File: config.mk
export PLATFORM = sky130hd
export DESIGN_NAME = ps2_key_assembler
export DESIGN_NICKNAME = d
export VERILOG_FILES = /design/src/rtl/ps2_key_assembler.sv
export SDC_FILE = /design/constraint.sdc
export NUM_CORES = 1
export LEC_CHECK = 0
export CORE_MARGIN = 2
export CORE_UTILIZATION = 35
export DETAILED_ROUTE_END_ITERATION = 8
export MAX_ROUTING_LAYER = met4
export PLACE_DENSITY_LB_ADDON = 0.3
export SETUP_SLACK_MARGIN = 0.3
export SLEW_MARGIN = 25
export SYNTH_ARGS = -nofsm -noshare
export SYNTH_HDL_FRONTEND = slang
export SYNTH_SLANG_ARGS = --single-unit
File: constraint.sdc
create_clock -name clk_sys -period 2.85 [get_ports clk_sys]
set_clock_uncertainty 0.1 [all_clocks]
set_input_delay 0.285 -clock clk_sys [delete_from_list [all_inputs] [get_ports clk_sys]]
set_output_delay 0.285 -clock clk_sys [all_outputs]
set_load 0.1 [all_outputs]
File: src/rtl/ps2_key_assembler.sv
// ps2_key_assembler
//
// Assembles the raw PS/2 scan-code byte stream into 65-bit key events.
// Prefix bytes (E0, F0), the 8-byte PAUSE sequence (E1 ...) and the
// multi-byte PRNSCR make/break sequences are grouped into one event. Each
// event updates ps2_key[63:0] with the byte history (newest byte in [7:0])
// and inverts ps2_key[64].
//
// Optional build macro: PS2_RESPONSE_FILTER_EN
//   When defined, keyboard response bytes (FA, AA, FE, EE, 00, FF) that
//   arrive while no sequence is in progress are dropped silently.
//
// Parameters:
//   TIMEOUT    clk_sys cycles allowed between bytes of one sequence before
//              the partial sequence is abandoned
//
// Ports:
//   clk_sys    in   system clock
//   reset      in   synchronous, active-high reset
//   rx_data    in   [7:0] received PS/2 byte
//   rx_valid   in   one-cycle strobe, rx_data valid this cycle
//   ps2_key    out  [64] event toggle, [63:0] byte history of last event
//   key_strobe out  one-cycle pulse alongside every ps2_key update
//   busy       out  high while a partial sequence is held

module ps2_key_assembler #(
   parameter int TIMEOUT = 1800000
) (
   input  logic        clk_sys,
   input  logic        reset,
   input  logic [7:0]  rx_data,
   input  logic        rx_valid,
   output logic [64:0] ps2_key,
   output logic        key_strobe,
   output logic        busy
);

   localparam logic [2:0] ST_IDLE    = 3'd0;
   localparam logic [2:0] ST_PREFIX  = 3'd1;
   localparam logic [2:0] ST_PAUSE   = 3'd2;
   localparam logic [2:0] ST_PRN_MK  = 3'd3;
   localparam logic [2:0] ST_PRN_BRK = 3'd4;

   localparam int         CNT_W   = $clog2(TIMEOUT + 1);
   localparam logic [CNT_W-1:0] CNT_MAX = CNT_W'(TIMEOUT);
   localparam logic [CNT_W-1:0] CNT_HIT = CNT_W'(TIMEOUT - 1);

   localparam logic [63:0] HIST_PRN_MK  = 64'h0000_0000_0000_E012;
   localparam logic [63:0] HIST_PRN_BRK = 64'h0000_0000_00E0_F07C;

   logic [2:0]       state;
   logic [63:0]      history;
   logic [2:0]       seq_cnt;
   logic [CNT_W-1:0] to_cnt;

   logic [2:0]       nxt_state;
   logic [63:0]      nxt_hist;
   logic [2:0]       nxt_seq;
   logic             fire;
   logic             reproc;
   logic             generic;
   logic             from_idle;
   logic             drop;
   logic [63:0]      base;
   logic [63:0]      shifted;
   logic             timeout_hit;

   // Byte expected at position idx of the PRNSCR make tail (after E0 12).
   function automatic logic [7:0] prn_mk_byte(input logic [2:0] idx);
      logic [7:0] b;
      b = (idx == 3'd0) ? 8'hE0 : 8'h7C;
      return b;
   endfunction

   // Byte expected at position idx of the PRNSCR break tail (after E0 F0 7C).
   function automatic logic [7:0] prn_brk_byte(input logic [2:0] idx);
      logic [7:0] b;
      case (idx)
         3'd0:    b = 8'hE0;
         3'd1:    b = 8'hF0;
         default: b = 8'h12;
      endcase
      return b;
   endfunction

`ifdef PS2_RESPONSE_FILTER_EN
   // Keyboard command responses and error codes, not key data.
   function automatic logic is_response(input logic [7:0] b);
      logic r;
      r = (b == 8'hFA) || (b == 8'hAA) || (b == 8'hFE) ||
          (b == 8'hEE) || (b == 8'h00) || (b == 8'hFF);
      return r;
   endfunction
`endif

   assign busy = (state != ST_IDLE);

   // A lone idle cycle can only expire the sequence; an arriving byte
   // always takes priority and restarts the count.
   assign timeout_hit = busy && !rx_valid && (to_cnt == CNT_HIT);

   always_comb begin
      nxt_state = state;
      nxt_hist  = history;
      nxt_seq   = seq_cnt;
      fire      = 1'b0;
      reproc    = 1'b0;
      generic   = 1'b0;
      from_idle = 1'b0;
      drop      = 1'b0;
      base      = 64'd0;
      shifted   = 64'd0;

      if (rx_valid) begin
         case (state)
            ST_PAUSE: begin
               nxt_hist = {history[55:0], rx_data};
               if (seq_cnt == 3'd7) begin
                  fire      = 1'b1;
                  nxt_state = ST_IDLE;
               end else begin
                  nxt_seq = seq_cnt + 3'd1;
               end
            end
            ST_PRN_MK: begin
               if (rx_data == prn_mk_byte(seq_cnt)) begin
                  nxt_hist = {history[55:0], rx_data};
                  if (seq_cnt == 3'd1) begin
                     fire      = 1'b1;
                     nxt_state = ST_IDLE;
                  end else begin
                     nxt_seq = seq_cnt + 3'd1;
                  end
               end else begin
                  reproc = 1'b1;
               end
            end
            ST_PRN_BRK: begin
               if (rx_data == prn_brk_byte(seq_cnt)) begin
                  nxt_hist = {history[55:0], rx_data};
                  if (seq_cnt == 3'd2) begin
                     fire      = 1'b1;
                     nxt_state = ST_IDLE;
                  end else begin
                     nxt_seq = seq_cnt + 3'd1;
                  end
               end else begin
                  reproc = 1'b1;
               end
            end
            default: generic = 1'b1;
         endcase

         // IDLE/PREFIX handling; a PRNSCR mismatch lands here too, with the
         // partial sequence thrown away and the byte treated as a fresh start.
         if (generic || reproc) begin
            from_idle = (state != ST_PREFIX) || reproc;
            base      = from_idle ? 64'd0 : history;
            shifted   = {base[55:0], rx_data};
`ifdef PS2_RESPONSE_FILTER_EN
            drop      = from_idle && is_response(rx_data);
`else
            drop      = 1'b0;
`endif
            nxt_seq   = 3'd0;
            if (drop) begin
               nxt_state = ST_IDLE;
               nxt_hist  = base;
            end else if ((rx_data == 8'hE0) || (rx_data == 8'hF0)) begin
               nxt_state = ST_PREFIX;
               nxt_hist  = shifted;
            end else if ((rx_data == 8'hE1) && from_idle) begin
               nxt_state = ST_PAUSE;
               nxt_hist  = shifted;
               nxt_seq   = 3'd1;
            end else if (shifted == HIST_PRN_MK) begin
               nxt_state = ST_PRN_MK;
               nxt_hist  = shifted;
            end else if (shifted == HIST_PRN_BRK) begin
               nxt_state = ST_PRN_BRK;
               nxt_hist  = shifted;
            end else begin
               nxt_state = ST_IDLE;
               nxt_hist  = shifted;
               fire      = 1'b1;
            end
         end
      end
   end

   always_ff @(posedge clk_sys) begin
      if (reset) begin
         state      <= ST_IDLE;
         history    <= 64'd0;
         seq_cnt    <= 3'd0;
         to_cnt     <= '0;
         ps2_key    <= 65'd0;
         key_strobe <= 1'b0;
      end else begin
         key_strobe <= fire;
         if (fire) begin
            ps2_key <= {~ps2_key[64], nxt_hist};
         end

         if (rx_valid) begin
            to_cnt <= '0;
         end else if (busy && (to_cnt != CNT_MAX)) begin
            to_cnt <= to_cnt + 1'b1;
         end

         if (timeout_hit) begin
            state   <= ST_IDLE;
            history <= 64'd0;
            seq_cnt <= 3'd0;
         end else begin
            state   <= nxt_state;
            history <= nxt_hist;
            seq_cnt <= nxt_seq;
         end
      end
   end

endmodule

==> flow_summary.rst <==
.. list-table::
   :header-rows: 1

   * - Metric
     - Value
   * - EDFF count, synth
     - 0
   * - Count of H-tree levels built during CTS
     - 4
   * - Total number of clock tree sinks
     - about 150
   * - WP data required
     - 3.13 ns
   * - Clock-pin slew of the registers on the worst-case setup and hold paths
     - 0.07 ns
   * - Horizontal die dimension
     - 140 um
   * - Number of buffers created by CTS
     - 17
   * - Leading area contributor after synthesis
     - dfxtp_1
   * - Number of cells produced by synthesis
     - approximately 680
   * - Routed vias/inst
     - 5.08
   * - Most frequent cells after synthesis
     - dfxtp_1, nor2_1, mux2i_1, nand2b_1, clkbuf_1
   * - Global-route wire length before repair
     - 26200 um
   * - Die H
     - 140 um
   * - Synth unique cells
     - 55
   * - Placed wire-length estimate after detailed placement
     - 10900 um
   * - Vias in the first global route
     - 4908
   * - Hold Worst Slack
     - 0.164 ns
   * - Post-Syn Area per Cell
     - 9.48 um^2
   * - Async S/R FF share, synth
     - 0%
   * - IR drop worst, VDD
     - 398 uV
   * - CTS tree
     - yes
   * - Area Overhead vs Synth
     - 29.6%
   * - Class of the most critical hold timing path
     - primary input to flop
   * - Top-area cell type share of the netlist area
     - 46.0%
   * - Leak Pwr
     - 3.29 nW
   * - Cell Pwr Density
     - 547 nW/um^2
   * - Area post-placement
     - between 7000 and 8000 um^2
   * - Initial Util
     - 35.9%
   * - Total inserted antenna cells
     - 0
   * - Min-delay src
     - rx_valid
   * - Max_cap viols
     - 0
   * - Outcome
     - complete, but fails checks
   * - Ratio of cells with drive above 1 in the final layout
     - about 23%
   * - All-Layer GR Usage
     - between 15 and 20%
   * - Weighted congestion at the end of routability-driven global placement
     - 0.832
   * - Cell types with the largest area share after synthesis
     - dfxtp_1, mux2i_1, nor2_1
   * - Most repeated cell in the gate-level netlist after synthesis
     - dfxtp_1
   * - Setup repair after global routing missed its margin
     - true
   * - CTS hold repair buffers
     - 0
   * - Max Freq
     - 372 MHz
   * - Kind of end point of the critical path
     - flop
   * - Top fanout value on the critical path
     - 13
   * - IO buf count
     - 77
   * - Total power
     - 4.60 mW
   * - Detailed-router iteration count before antenna repair
     - 7
   * - Root buf cell
     - clkbuf_16
   * - Arrival time of data at the critical path endpoint
     - 2.97 ns
   * - Std-Cell Rows
     - 49
   * - Max-slew violation count
     - 0
   * - Count of pins on the block boundary
     - 78
   * - Clock buffer depth
     - 2
   * - Post-route antenna net violation count
     - 0
   * - Worst setup path category
     - flop to flop
   * - Synthesized flop and latch total
     - approximately 150
   * - Nets
     - 802
   * - Post-synth top flop
     - dfxtp_1
   * - Post-synth net total
     - 702
   * - Violations in the final reports
     - DRC
   * - Startpoint of the lowest-slack register-to-register path
     - history[9]
   * - Die Area
     - 19600 um^2
   * - Post-DR wirelength/cell
     - 16.2 um
   * - Vias
     - 5212
   * - Routed wire length
     - between 15000 and 20000 um
   * - Filler Cells Inserted
     - 1686
   * - Yosys Warn Count
     - 0
   * - Number of DRC violations after detailed-routing iteration 0
     - about 430
   * - Clock period minus final worst setup slack
     - 2.69 ns
   * - Final setup vio count
     - 0
   * - Insertion delay of the later-clocked pin in the worst-skew pair
     - roughly 0.44 ns
   * - Share of synthesized area occupied by flip-flops and latches
     - 46.0%
   * - Core footprint
     - 18100 um^2
   * - Final hold violations
     - 0
   * - Minimum setup slack after placement
     - -0.0321 ns
   * - Least-Margin Pin Slew
     - 0.742 ns
   * - Part of the cycle the worst path needs
     - a little over nine tenths
   * - Antenna violations before repair
     - 0
   * - Setup slack of the critical path after layout
     - approximately 0.16 ns
   * - Design area
     - 8410 um^2
   * - Launch point of the worst path
     - history[9]
   * - Max-slew headroom at the worst pin
     - roughly half
   * - Pin count of the biggest net entering global routing
     - 73
   * - Category of the worst setup path launch point
     - flop
   * - Remaining routing DRC violations
     - 3
   * - Global route total overflow
     - 0
   * - Synthesized cell area
     - 6490 um^2
path summary, 6_finish.rpt:
| check | to | slack (ns) | depth (start not counted) |
|---|---|---|---|
| max | ps2_key[26] | 0.16 | 9 |
| min reg2reg | ps2_key[3] | 0.37 | 2 |
| max reg2reg | ps2_key[26] | 0.16 | 9 |
| min | state[1] | 0.16 | 3 |
layout make-up:
type                    instances  area, um^2  area share, %
well taps                     229         287           3.41
multi-input cells             479        3380           40.2
flip-flops and latches        149        2990           35.6
clock inverters                14         128           1.52
repair buffers                128        1150           13.6
inverters                       9        33.8          0.402
clock buffers                  18         439           5.22
cells in the final DEF, fill, tap and decap left out, types with 3 or more instances in the layout:
cell             count
xor2_1               4
nor4_2               4
buf_12               5
nand4_1              9
nor2b_1             34
ha_1                 5
dfxtp_2              3
a22o_1              26
o21ai_0              5
a31oi_1             31
o21ai_1              3
inv_6                7
nand2_1              8
or3_1                3
nor2_1              91
and3_1               5
dfxtp_1            144
inv_8                5
nor4_1              14
xnor2_1             15
inv_1                7
clkdlybuf4s50_1      8
and4b_1              3
clkbuf_16           21
nand2b_1            50
nor3_1              10
buf_4              106
nand3b_1            30
a21oi_1             10
mux2i_1             60
nand3_1             15
per-stage QoR:
step | TNS (ns) | std cells | utilization, %
finish | 0 | 1026 | 46.5
global route | 0 | 1026 | 46.5
CTS | 0 | 1018 | 45.4
detailed placement | -0.449 | 986 | 41.9
global placement | 0 | 986 | 41.9
floorplan | 0 | 684 | -
timing repair:
| action | 4_1_cts | 5_1_grt |
|---|---|---|
| buffers inserted | 0 | 4 |
| resized for setup | 10 | 15 |
| endpoints found under the setup margin | 65 | 113 |
| pin swaps | 2 | 1 |
| gates cloned | 0 | 4 |
critical path: stages, from the launching register on:
cell       delay, ns
dfxtp_2         0.35
nor4_4          0.29
buf_4           0.15
nand4b_1        0.13
or4_4           0.55
o2111a_2        0.33
a221oi_4        0.23
buf_6           0.16
clkbuf_16       0.17
a22o_1          0.14
state kept, by name (all words and copies together) (netlist names):
register and cells:
state 3, history 56, seq_cnt 3, to_cnt 21
key_strobe 1, ps2_key 65
per-layer routing:
metal / track usage [%] / wire length (um)
met5: - / 0
met4: 6.06 / 207
met3: 3.52 / 585
met2: 25.5 / 7730
met1: 23.1 / 8150
cell families (layout without fill, tap and decap cells):
group	count (synthesis)	after routing	synth area share (%)
multiplexers	63	63	9.76
flip-flops	149	149	46.0
AND/OR/NAND/NOR	293	293	25.4
adder cells (fa/ha/maj)	7	7	1.35
buffers and inverters	56	169	3.88
XOR/XNOR	19	19	2.57
AO/OA/AOI/OAI	97	97	11.1
power breakdown:
group | internal [mW] | switching [mW] | leakage, nW | total (mW)
sequential | 2.10 | 0.0148 | 1.21 | 2.11
combinational | 0.118 | 0.198 | 1.80 | 0.316
clock | 1.18 | 0.991 | 0.286 | 2.17
No activity file was read; power rests on OpenSTA's default activity.
